[src/rtl/tx_ctrl_regfile_pkg.sv]
// Shared definitions for the transmitter control register file:
// register addresses, CTRL/STATUS bit positions and the sequencer state type.
package tx_ctrl_pkg;

  localparam int ADDR_CTRL   = 0;
  localparam int ADDR_SIZE   = 1;
  localparam int ADDR_BURST  = 2;
  localparam int ADDR_STATUS = 3;

  localparam int CTRL_GO_BIT    = 0;
  localparam int CTRL_ABORT_BIT = 1;

  localparam int STAT_BUSY_BIT  = 0;
  localparam int STAT_DONE_BIT  = 1;
  localparam int STAT_ABORT_BIT = 2;

  typedef enum logic [1:0] {
    IDLE   = 2'd0,
    ACTIVE = 2'd1,
    DONE   = 2'd2
  } tx_ctrl_state_t;

endpackage

[src/rtl/tx_ctrl_regfile_if.sv]
// Host register bus: addressed write port plus registered read port.
interface tx_ctrl_regfile_if #(
  parameter int DW = 8,
  parameter int AW = 4
) ();
  logic          Twrite;
  logic [AW-1:0] Taddr;
  logic [DW-1:0] Tdata;
  logic          Tread;
  logic [DW-1:0] rdata;
  logic          rvalid;

  modport master (output Twrite, Taddr, Tdata, Tread, input rdata, rvalid);
  modport slave  (input Twrite, Taddr, Tdata, Tread, output rdata, rvalid);
endinterface

[src/rtl/tx_ctrl_regfile.sv]
// Transmitter control register file: shadow SIZE/BURST registers, a GO-started
// burst sequencer counting beats, sticky done/abort status and registered readback.
module tx_ctrl_regfile
  import tx_ctrl_pkg::*;
#(
  parameter int DW = 8,
  parameter int AW = 4
) (
  input  logic          clk,
  input  logic          rst,
  tx_ctrl_regfile_if.slave bus,
  output logic [DW-1:0] size_out,
  output logic [DW-1:0] burst_out,
  output logic          tx_req,
  input  logic          byte_done,
  output logic          done_irq
);

  tx_ctrl_state_t state_q, state_d;

  logic [DW-1:0] size_sh_q, size_sh_d;
  logic [DW-1:0] burst_sh_q, burst_sh_d;
  logic [DW-1:0] size_q, size_d;
  logic [DW-1:0] burst_q, burst_d;
  logic [DW-1:0] remaining_q, remaining_d;
  logic          done_st_q, done_st_d;
  logic          abort_st_q, abort_st_d;
  logic [DW-1:0] rdata_q, rdata_d;
  logic          rvalid_q, rvalid_d;

  logic          wr_ctrl_s, wr_size_s, wr_burst_s, wr_status_s;
  logic          go_s, abort_s, last_beat_s;
  logic [DW-1:0] status_s;

  // Address decode uses the full address so unmapped addresses never alias.
  assign wr_ctrl_s   = bus.Twrite && (bus.Taddr == AW'(ADDR_CTRL));
  assign wr_size_s   = bus.Twrite && (bus.Taddr == AW'(ADDR_SIZE));
  assign wr_burst_s  = bus.Twrite && (bus.Taddr == AW'(ADDR_BURST));
  assign wr_status_s = bus.Twrite && (bus.Taddr == AW'(ADDR_STATUS));
  assign go_s        = wr_ctrl_s && bus.Tdata[CTRL_GO_BIT];
  assign abort_s     = wr_ctrl_s && bus.Tdata[CTRL_ABORT_BIT];
  assign last_beat_s = byte_done && (remaining_q == DW'(1));

  // State register.
  always_ff @(posedge clk) begin
    if (rst) begin
      state_q <= IDLE;
    end else begin
      state_q <= state_d;
    end
  end

  // Next-state logic; abort takes priority over the final beat.
  always_comb begin
    state_d = state_q;
    case (state_q)
      IDLE: begin
        if (go_s) begin
          state_d = (burst_sh_q == '0) ? DONE : ACTIVE;
        end else begin
          state_d = IDLE;
        end
      end
      ACTIVE: begin
        if (abort_s) begin
          state_d = IDLE;
        end else if (last_beat_s) begin
          state_d = DONE;
        end else begin
          state_d = ACTIVE;
        end
      end
      DONE:    state_d = IDLE;
      default: state_d = IDLE;
    endcase
  end

  // Sequencer outputs derived from the registered state.
  always_comb begin
    tx_req   = 1'b0;
    done_irq = 1'b0;
    case (state_q)
      ACTIVE:  tx_req   = 1'b1;
      DONE:    done_irq = 1'b1;
      default: begin
        tx_req   = 1'b0;
        done_irq = 1'b0;
      end
    endcase
  end

  // Live status word as seen by readback.
  always_comb begin
    status_s                 = '0;
    status_s[STAT_BUSY_BIT]  = (state_q == ACTIVE);
    status_s[STAT_DONE_BIT]  = done_st_q;
    status_s[STAT_ABORT_BIT] = abort_st_q;
  end

  // Register next values: shadows, active copies, beat counter, stickies, readback.
  always_comb begin
    size_sh_d   = wr_size_s  ? bus.Tdata : size_sh_q;
    burst_sh_d  = wr_burst_s ? bus.Tdata : burst_sh_q;
    size_d      = size_q;
    burst_d     = burst_q;
    remaining_d = remaining_q;
    if ((state_q == IDLE) && go_s) begin
      size_d      = size_sh_q;
      burst_d     = burst_sh_q;
      remaining_d = burst_sh_q;
    end else if ((state_q == ACTIVE) && byte_done && (remaining_q != '0)) begin
      remaining_d = remaining_q - DW'(1);
    end else begin
      remaining_d = remaining_q;
    end

    // Host clear is applied first so a same-cycle set overrides it.
    done_st_d  = done_st_q;
    abort_st_d = abort_st_q;
    if (wr_status_s) begin
      if (bus.Tdata[STAT_DONE_BIT])  done_st_d  = 1'b0;
      else                           done_st_d  = done_st_q;
      if (bus.Tdata[STAT_ABORT_BIT]) abort_st_d = 1'b0;
      else                           abort_st_d = abort_st_q;
    end else begin
      done_st_d  = done_st_q;
      abort_st_d = abort_st_q;
    end
    if (state_q == DONE) done_st_d = 1'b1;
    else                 done_st_d = done_st_d;
    if ((state_q == ACTIVE) && abort_s) abort_st_d = 1'b1;
    else                                abort_st_d = abort_st_d;

    rvalid_d = bus.Tread;
    rdata_d  = rdata_q;
    if (bus.Tread) begin
      case (bus.Taddr)
        AW'(ADDR_SIZE):   rdata_d = size_sh_q;
        AW'(ADDR_BURST):  rdata_d = burst_sh_q;
        AW'(ADDR_STATUS): rdata_d = status_s;
        default:          rdata_d = '0;
      endcase
    end else begin
      rdata_d = rdata_q;
    end
  end

  // Datapath and readback registers.
  always_ff @(posedge clk) begin
    if (rst) begin
      size_sh_q   <= '0;
      burst_sh_q  <= '0;
      size_q      <= '0;
      burst_q     <= '0;
      remaining_q <= '0;
      done_st_q   <= 1'b0;
      abort_st_q  <= 1'b0;
      rdata_q     <= '0;
      rvalid_q    <= 1'b0;
    end else begin
      size_sh_q   <= size_sh_d;
      burst_sh_q  <= burst_sh_d;
      size_q      <= size_d;
      burst_q     <= burst_d;
      remaining_q <= remaining_d;
      done_st_q   <= done_st_d;
      abort_st_q  <= abort_st_d;
      rdata_q     <= rdata_d;
      rvalid_q    <= rvalid_d;
    end
  end

  assign size_out   = size_q;
  assign burst_out  = burst_q;
  assign bus.rdata  = rdata_q;
  assign bus.rvalid = rvalid_q;

endmodule

[src/flat_wrapper.sv]
// flat-port wrapper written by rule: the top's interface ports become plain ports
module tx_ctrl_regfile_flat import tx_ctrl_pkg::*;
#(
  parameter int DW = 8,
  parameter int AW = 4
)
  (clk, rst, size_out, burst_out, tx_req, byte_done, done_irq, bus_Twrite, bus_Taddr, bus_Tdata, bus_Tread, bus_rdata, bus_rvalid);
  tx_ctrl_regfile_if #(.DW(DW), .AW(AW)) bus_i ();
  input  logic clk;
  input  logic rst;
  output logic [DW-1:0] size_out;
  output logic [DW-1:0] burst_out;
  output logic tx_req;
  input  logic byte_done;
  output logic done_irq;
  input wire logic [$bits(bus_i.Twrite)-1:0] bus_Twrite;
  input wire logic [$bits(bus_i.Taddr)-1:0] bus_Taddr;
  input wire logic [$bits(bus_i.Tdata)-1:0] bus_Tdata;
  input wire logic [$bits(bus_i.Tread)-1:0] bus_Tread;
  output wire logic [$bits(bus_i.rdata)-1:0] bus_rdata;
  output wire logic [$bits(bus_i.rvalid)-1:0] bus_rvalid;
  assign bus_i.Twrite = bus_Twrite;
  assign bus_i.Taddr = bus_Taddr;
  assign bus_i.Tdata = bus_Tdata;
  assign bus_i.Tread = bus_Tread;
  assign bus_rdata = bus_i.rdata;
  assign bus_rvalid = bus_i.rvalid;
  tx_ctrl_regfile #(.DW(DW), .AW(AW)) u_core (.clk(clk), .rst(rst), .bus(bus_i), .size_out(size_out), .burst_out(burst_out), .tx_req(tx_req), .byte_done(byte_done), .done_irq(done_irq));
endmodule
[config.mk]
export PLATFORM = sky130hd
export DESIGN_NAME = tx_ctrl_regfile_flat
export DESIGN_NICKNAME = d
export VERILOG_FILES = /design/src/rtl/tx_ctrl_regfile_pkg.sv /design/src/rtl/tx_ctrl_regfile_if.sv /design/src/rtl/tx_ctrl_regfile.sv /design/src/flat_wrapper.sv
export SDC_FILE = /design/constraint.sdc
export NUM_CORES = 1
export LEC_CHECK = 0
export BUFFER_PORTS_ARGS = -buffer_cell sky130_fd_sc_hd__clkbuf_2
export CAP_MARGIN = 10
export CORE_MARGIN = 2
export CORE_UTILIZATION = 49
export CTS_CLUSTER_DIAMETER = 120
export DETAILED_ROUTE_END_ITERATION = 12
export GPL_ROUTABILITY_DRIVEN = 1
export GPL_TIMING_DRIVEN = 0
export MAX_ROUTING_LAYER = met4
export PLACE_DENSITY_LB_ADDON = 0.1
export SYNTH_ARGS = -nofsm -noshare
export SYNTH_HDL_FRONTEND = slang
export SYNTH_SLANG_ARGS = --single-unit
export TNS_END_PERCENT = 100
[constraint.sdc]
create_clock -name clk -period 1.6 [get_ports clk]
set_input_delay 0.32 -clock clk [delete_from_list [all_inputs] [get_ports clk]]
set_output_delay 0.32 -clock clk [all_outputs]
set_load 0.1 [all_outputs]
Word level (Yosys, flattened, before mapping)
Index checks and enable logic that the tools add are counted.
Widths: inputs -> output; s select.
{"block": "op_classes", "addsub": 1, "eq_ne": 6, "n_mux": 16, "reduce_logical": 22}
{"operator": "$pmux 8 s3", "n": 1}
{"operator": "$mux 8", "n": 2}
{"operator": "$logic_and 1x1->1", "n": 11}
{"operator": "$reduce_bool 2->1", "n": 5}
{"operator": "$eq 4x2->1 const B", "n": 2}
{"operator": "$eq 8x1->1 const B", "n": 1}
{"operator": "$logic_not 8->1", "n": 1}
{"operator": "$mux 1", "n": 8}
{"operator": "$mux 2", "n": 4}
{"operator": "$reduce_bool 8->1", "n": 1}
{"operator": "$sub 8x1->8 const B", "n": 1}
{"operator": "$eq 4x1->1 const B", "n": 1}
{"operator": "$logic_not 4->1", "n": 1}
{"operator": "$pmux 2 s2", "n": 1}
{"operator": "$reduce_and 2->1", "n": 2}
{"operator": "$eq 2x1->1 const B", "n": 1}
{"operator": "$eq 2x2->1 const B", "n": 1}
{"operator": "$logic_not 2->1", "n": 1}
{"block": "totals", "register_bits": 53, "input_bits": 17, "output_inout_bits": 27, "elab_cells": 55}

Longest topological paths before layout
Gate-level depths: netlist of run 1.
{"block": "depth", "word_depth": 6, "mapped_depth": 7, "mapped_depth_nobuf": 6}

Least setup slack after synthesis of run 1
Ideal clock, no wire load.
{"block": "synth_path", "path_type": "reg-to-output", "start": "reg u_core.state_q[1]", "end": "out done_irq", "t_arrival_ps": 1772, "required_time_ps": 1280, "slack_ps": -492, "stages_incl_launch_ff": 2, "path_buffers": 0, "path_cell_list": "dfxtp_1 > nor2b_1"}
{"block": "synth_via", "elab_chain_len": 2}
{"item": "start: declaration", "line_no": "tx_ctrl_regfile.sv:19", "text": "tx_ctrl_state_t state_q, state_d;"}
{"item": "start signal: assignment", "line_no": "tx_ctrl_regfile.sv:49", "text": "state_q <= state_d;"}
{"item": "$eq 2x2->1", "line_no": "tx_ctrl_regfile.sv:82", "text": "case (state_q)"}
{"item": "$mux 1", "line_no": "tx_ctrl_regfile.sv:82"}
{"item": "end: declaration", "line_no": "flat_wrapper.sv:15", "text": "output logic done_irq;"}
No other way between the ends.

Worst setup path in the final report of run 1
{"block": "layout_path", "start": "reg u_core.remaining_q[1]", "end": "reg u_core.remaining_q[4]"}
{"block": "layout_via", "elab_chain_len": 3, "word_cells_on_any_way": 6, "cone_classes": "1 x add/sub; 2 x mux; 3 x reduce/logical"}
{"item": "start: declaration", "line_no": "tx_ctrl_regfile.sv:25", "text": "logic [DW-1:0] remaining_q, remaining_d;"}
{"item": "start signal: assignment", "line_no": "tx_ctrl_regfile.sv:165", "text": "remaining_q <= remaining_d;"}
{"item": "$sub 8x1->8 / $reduce_bool 8->1 (equally long branches)", "line_no": "tx_ctrl_regfile.sv:112, tx_ctrl_regfile.sv:111"}
{"item": "$mux 8 / $logic_and 1x1->1 (equally long branches)", "line_no": "tx_ctrl_regfile.sv:111", "text": "end else if ((state_q == ACTIVE) && byte_done && (remaining_q != '0)) begin"}
{"item": "$mux 8 / $reduce_bool 2->1 (equally long branches)"}
Several ways; a longest one is shown, not always the timed one. The select of a mux whose other input is x is not followed.
A chain may end at the register's enable or synchronous reset.

==> metrics.cfg, run 1 <==
[run_status]
status=complete, but fails checks
violations=setup timing

[global_routing]
antenna_found_initial=0
grt_pass1_vias=2012
grt_pass1_wl_um=9550
grt.total_usage_pct=24.0
grt_max_degree=19
grt.overflow.total=0

[drt]
routed_wl_um=5930
postRouteAntennaNets=0
via_per_inst=5.76
dr.pass1.iters=4
vias=2236
drt-initial-drc-count=151
route.detailed.drc=0
wl_per_cell_um=15.3

[flow_run]
maxCapViolCount=0

[pwr]
vdd_drop_max_mv=0.620
leakage_nw=1.06
power-per-cell-area_mw_per_mm2=802
p_total_mw=2.26

[timing]
timing.final.hold_violations=0
grt_setup_unrepaired=true
slew_viol_final=0
fin_crit_sh_pct=100
finalSetupViolCount=1
period_minus_slack_ns=1.60
tightest_slew_ns=0.544
fin_skew_ns=0.00673
max_freq_mhz=623
fin_tns_setup_ns=-0.00433
slew_headroom_pct=63.9
layout_setup_ws_ns=-0.00433

[placed_design]
port_buffers=41
place.gp.congestion=0.864
dp.cells=373
hpwl_um=4240
place_ws_ns=-0.246

[final_layout]
final_layout_size_suffix_gt1_share_pct=26.2
mostFrequentLayoutCells=52 x nand2_1, 49 x dfxtp_1, 41 x clkbuf_2
fin_nets=354
seq_area_mm2=0.00107
finish.cell_count_without_fillers=388
fillCellCount=421
fin_util_pct=63.4
synthToLayoutAreaGrowth_pct=22.0
diodes=0
multi_input_area_mm2=0.00119
layout_commonest_cell=nand2_1

[cts]
cts.htree.levels=2
clock_latency_ns=0.31
clk_pin_slew_ns=0.10
root_buffer=clkbuf_8
cts_sinks=53
cts-buffers-inserted=5
postCtsHoldBufs=0
cts_tree=yes
clock_path_buffers=2

[setup_path]
required_ns=1.83
cp_max_fo=5
crit_type=reg -> reg
crit_arrival_ns=1.83
critPathLaunchType=flip-flop
endpoint_kind=flip-flop

[logic_synthesis]
ys.flop_type=dfxtp_1
ys_ff_latch=53
synthDistinctLibCells=38
synth_edf_count=0
synth_area_mm2=0.00231
syn_inst=280
syn-num-nets=299
async_flop_share_pct=0
synth.avg_cell_area_um2=8.25
yosysSeqAreaShare_pct=45.9
synth.yosys.warnings=0

[floorplan]
ios=44
die_width_um=72.7
core-area_mm2=0.00444
row_count=24
die_area_mm2=0.00528
die_h_um=72.7
initial_utilization_pct=52.0

[hold_path]
hp-class=in -> reg

## final timing paths
| check | start | endpoint | depth (start not counted) | slack [ns] |
|---|---|---|---|---|
| min reg2reg | u_core.burst_out[3] | u_core.burst_out[3] | 2 | 0.46 |
| min | bus_Tdata[3] | u_core.size_sh_q[3] | 3 | 0.25 |
| max reg2reg | u_core.remaining_q[1] | u_core.remaining_q[4] | 7 | -0.004 |
| max | u_core.remaining_q[1] | u_core.remaining_q[4] | 7 | -0.004 |
## critical path, stage by stage (launching register included)
cell     delay (ns)
dfxtp_2        0.34
inv_2          0.08
ha_4           0.14
or3b_1         0.35
buf_6          0.15
nor4_2         0.23
a31oi_1        0.07
a31oi_1        0.16
## Yosys cell counts (2+ instances only)
library cell | number | area (um2)
dfxtp_1 | 53 | 1060
nand2_1 | 53 | 199
a21oi_1 | 40 | 200
nand3_1 | 24 | 120
nor2_1 | 12 | 45.0
nor2b_1 | 11 | 68.8
a31oi_1 | 10 | 62.6
clkbuf_1 | 9 | 33.8
buf_2 | 8 | 40.0
a22o_1 | 7 | 61.3
inv_1 | 5 | 18.8
nand4_1 | 5 | 31.3
nor3_1 | 4 | 20.0
mux2_2 | 3 | 33.8
nand2b_1 | 3 | 18.8
nor4_1 | 3 | 18.8
a21o_1 | 2 | 15.0
a22oi_1 | 2 | 15.0
a32oi_1 | 2 | 17.5
and3_1 | 2 | 12.5
ha_1 | 2 | 25.0
nor3b_2 | 2 | 25.0
nor4_2 | 2 | 25.0
o211ai_1 | 2 | 15.0
## logic make-up (layout without fill, tap and decap cells)
group / after synthesis / count (layout) / share of synthesized area (%)
flops: 53 / 53 / 45.9
buf+inv: 24 / 80 / 4.82
compound gates: 70 / 70 / 18.9
mux: 3 / 3 / 1.46
simple gates: 128 / 128 / 27.8
fa+ha+maj: 2 / 2 / 1.08
## power breakdown
| group | internal (mW) | switching (mW) |
|---|---|---|
| Clock | 0.320 | 0.471 |
| Sequential | 1.33 | 0.00646 |
| Combinational | 0.0395 | 0.0971 |
| Total | 1.68 | 0.575 |
## final cells by class
class / instances / share of cell area (%)
multi-input combinational: 203 / 42.3
sequential: 53 / 37.8
clock inverter: 3 / 0.932
timing repair buffer: 48 / 9.81
clock buffer: 5 / 2.44
tap: 52 / 2.31
inverter: 5 / 0.666
buffer: 19 / 3.68
## through the flow
stage | hold slack [ns] | area (um2)
2_1_floorplan | 0.440 | 2320
6_report | 0.245 | 2820
3_3_place_gp | 0.444 | 2590
5_1_grt | 0.256 | 2820
3_5_place_dp | 0.449 | 2590
4_1_cts | 0.238 | 2740
## layer usage
layer  GRT usage [%]  vias to the layer above  part of all wire (%)
met3            4.56                        6                   6.2
met4            6.38                        0                   1.0
met5               -                        -                     0
li1                -                     1112                     -
met2            38.2                       64                    48
met1            31.4                     1054                    45
## repair_timing
| item | 4_1_cts | 5_1_grt |
|---|---|---|
| resized for setup | 9 | 14 |
| pin swaps | 1 | 8 |
| endpoints found under the setup margin | 8 | 27 |
| setup buffers | 2 | 5 |
## registers in the layout, summed over array words and instances, names as in the netlist
name / cells
u_core.abort_st_q: 1
u_core.done_st_q: 1
u_core.burst_sh_q: 8
u_core.size_out: 8
u_core.bus.rdata: 8
u_core.size_sh_q: 8
u_core.burst_out: 8
u_core.remaining_q: 8
u_core.state_q: 2
u_core.bus.rvalid: 1
(Power assumes the default switching activity.)
==> run 2, diff against run 1 <==
--- a/config.mk
+++ b/config.mk
@@ -12,9 +12,9 @@
 export CTS_CLUSTER_DIAMETER = 120
 export DETAILED_ROUTE_END_ITERATION = 12
 export GPL_ROUTABILITY_DRIVEN = 1
-export GPL_TIMING_DRIVEN = 0
 export MAX_ROUTING_LAYER = met4
 export PLACE_DENSITY_LB_ADDON = 0.1
+export REMOVE_ABC_BUFFERS = 1
 export SYNTH_ARGS = -nofsm -noshare
 export SYNTH_HDL_FRONTEND = slang
 export SYNTH_SLANG_ARGS = --single-unit
==> run 2 against run 1 <==
The run now ends clean. Via count down 4.1%. First-iteration DRC count decreased by 13%. Non-clock buffer count grew 1. Setup slack gained 0.059 ns. Sequential share of layout area decreased by 0.82 points. Wire length decreased by 10%. Register-to-register slack improved by 0.06 ns. Fmax rose by 3.8%. Utilization up 1.3 points. Combinational power is 7% higher.
==> metrics.cfg, run 2 (synthesis results as in run 1) <==
[timing]
slew_viol_final=0
finalSetupViolCount=0
fin_tns_setup_ns=0
slew_headroom_pct=63.9
fin_crit_sh_pct=96.6
timing.final.hold_violations=0
period_minus_slack_ns=1.55
tightest_slew_ns=0.544
layout_setup_ws_ns=0.0546
fin_skew_ns=0.00488
max_freq_mhz=647
timing.hold.ws_ns=0.242
grt_setup_unrepaired=true

[floorplan]
initial_utilization_pct=52.0
die_h_um=72.7
core-area_mm2=0.00444
ios=44
row_count=24
die_area_mm2=0.00528
die_width_um=72.7

[drt]
via_per_inst=5.53
vias=2145
drt-initial-drc-count=132
routed_wl_um=5310
route.detailed.drc=0
postRouteAntennaNets=0
dr.pass1.iters=4
wl_per_cell_um=13.7

[placed_design]
port_buffers=43
place_ws_ns=-0.0767
hpwl_um=3920
dp.cells=381
place.gp.congestion=0.882
place_area_mm2=0.00273

[pwr]
leakage_nw=1.11
p_total_mw=2.34
vdd_drop_max_mv=0.465
power-per-cell-area_mw_per_mm2=812

[setup_path]
cp_slowest_cell=or4_1
max_stage_delay_ns=0.45
required_ns=1.83
path_cells=inv_2 > ha_4 > or3b_4 > nor2_2 > or4_1 > a31oi_1
cp_max_fo=6
rr_worst_depth=6
crit_type=reg -> reg
critPathLaunchType=flip-flop
crit_arrival_ns=1.77
endpoint_kind=flip-flop

[final_layout]
stdcell_area_mm2=0.00288
mostFrequentLayoutCells=53 x nand2_1, 50 x dfxtp_1, 41 x clkbuf_2
synthToLayoutAreaGrowth_pct=24.5
final_layout_size_suffix_gt1_share_pct=28.3
fillCellCount=401
layout_commonest_cell=nand2_1
fin_nets=355
diodes=0
fin_util_pct=64.8
finish.cell_count_without_fillers=388

[global_routing]
grt.total_usage_pct=21.6
grt.overflow.total=0
grt_max_degree=29
grt_pass1_vias=1928
grt_pass1_wl_um=8840
antenna_found_initial=0

[cts]
clock_path_buffers=2
cts-buffers-inserted=5
cts_sinks=53
root_buffer=clkbuf_8
clk_pin_slew_ns=0.09
post_cts_buffers=0
postCtsHoldBufs=0
clock_latency_ns=0.29
cts_tree=yes
cts.htree.levels=2

[flow_run]
maxCapViolCount=0

[hold_path]
hold_path_depth=2
hp-class=in -> reg

[run_status]
status=finished clean

==> run 2: critical path, delay by kind of cell (launching register included) <==
| kind | cells | cell delay (ns) |
|---|---|---|
| adders and majority gates | 1 | 0.15 |
| buffers and inverters | 1 | 0.05 |
| and+or+nand+nor | 3 | 0.78 |
| AOI/OAI and AO/OA | 1 | 0.17 |
| DFF | 1 | 0.34 |
==> run 2: final cells by class <==
cell class                      count  area, um2  area share [%]
Timing Repair Buffer               68        445            15.5
Clock buffer                        5       68.8            2.39
Multi-Input combinational cell    203       1180            41.0
Inverter                            5       18.8           0.652
Clock inverter                      2       35.0            1.22
Sequential cell                    53       1060            37.0
Tap cell                           52       65.1            2.26
==> run 2: metal layers <==
metal	up-vias	routed length [um]	global-route usage [%]	share of wire, %
met1	986	2650	31.5	50
met3	5	243	3.18	4.6
met4	0	42	6.17	0.79
met2	53	2380	31.0	45
li1	1101	-	-	-
met5	-	0	-	0
==> run 2: path summary, 6_finish.rpt <==
check                        startpoint               endpoint  slack, ns
setup / recovery  u_core.remaining_q[0]  u_core.remaining_q[5]       0.05
hold / removal                      rst    u_core.bus.rdata[1]       0.24
setup reg to reg  u_core.remaining_q[0]  u_core.remaining_q[5]       0.05
hold reg to reg      u_core.size_out[5]     u_core.size_out[5]       0.46
==> run 2: what timing repair did <==
| action | CTS | global route |
|---|---|---|
| endpoints found under the setup margin | 4 | 6 |
| pin swaps | 1 | 3 |
| resized for setup | 2 | 11 |
==> run 2: power breakdown <==
part	switching (mW)	internal, mW
registers	0.00610	1.32
clock network	0.404	0.455
logic	0.0941	0.0529
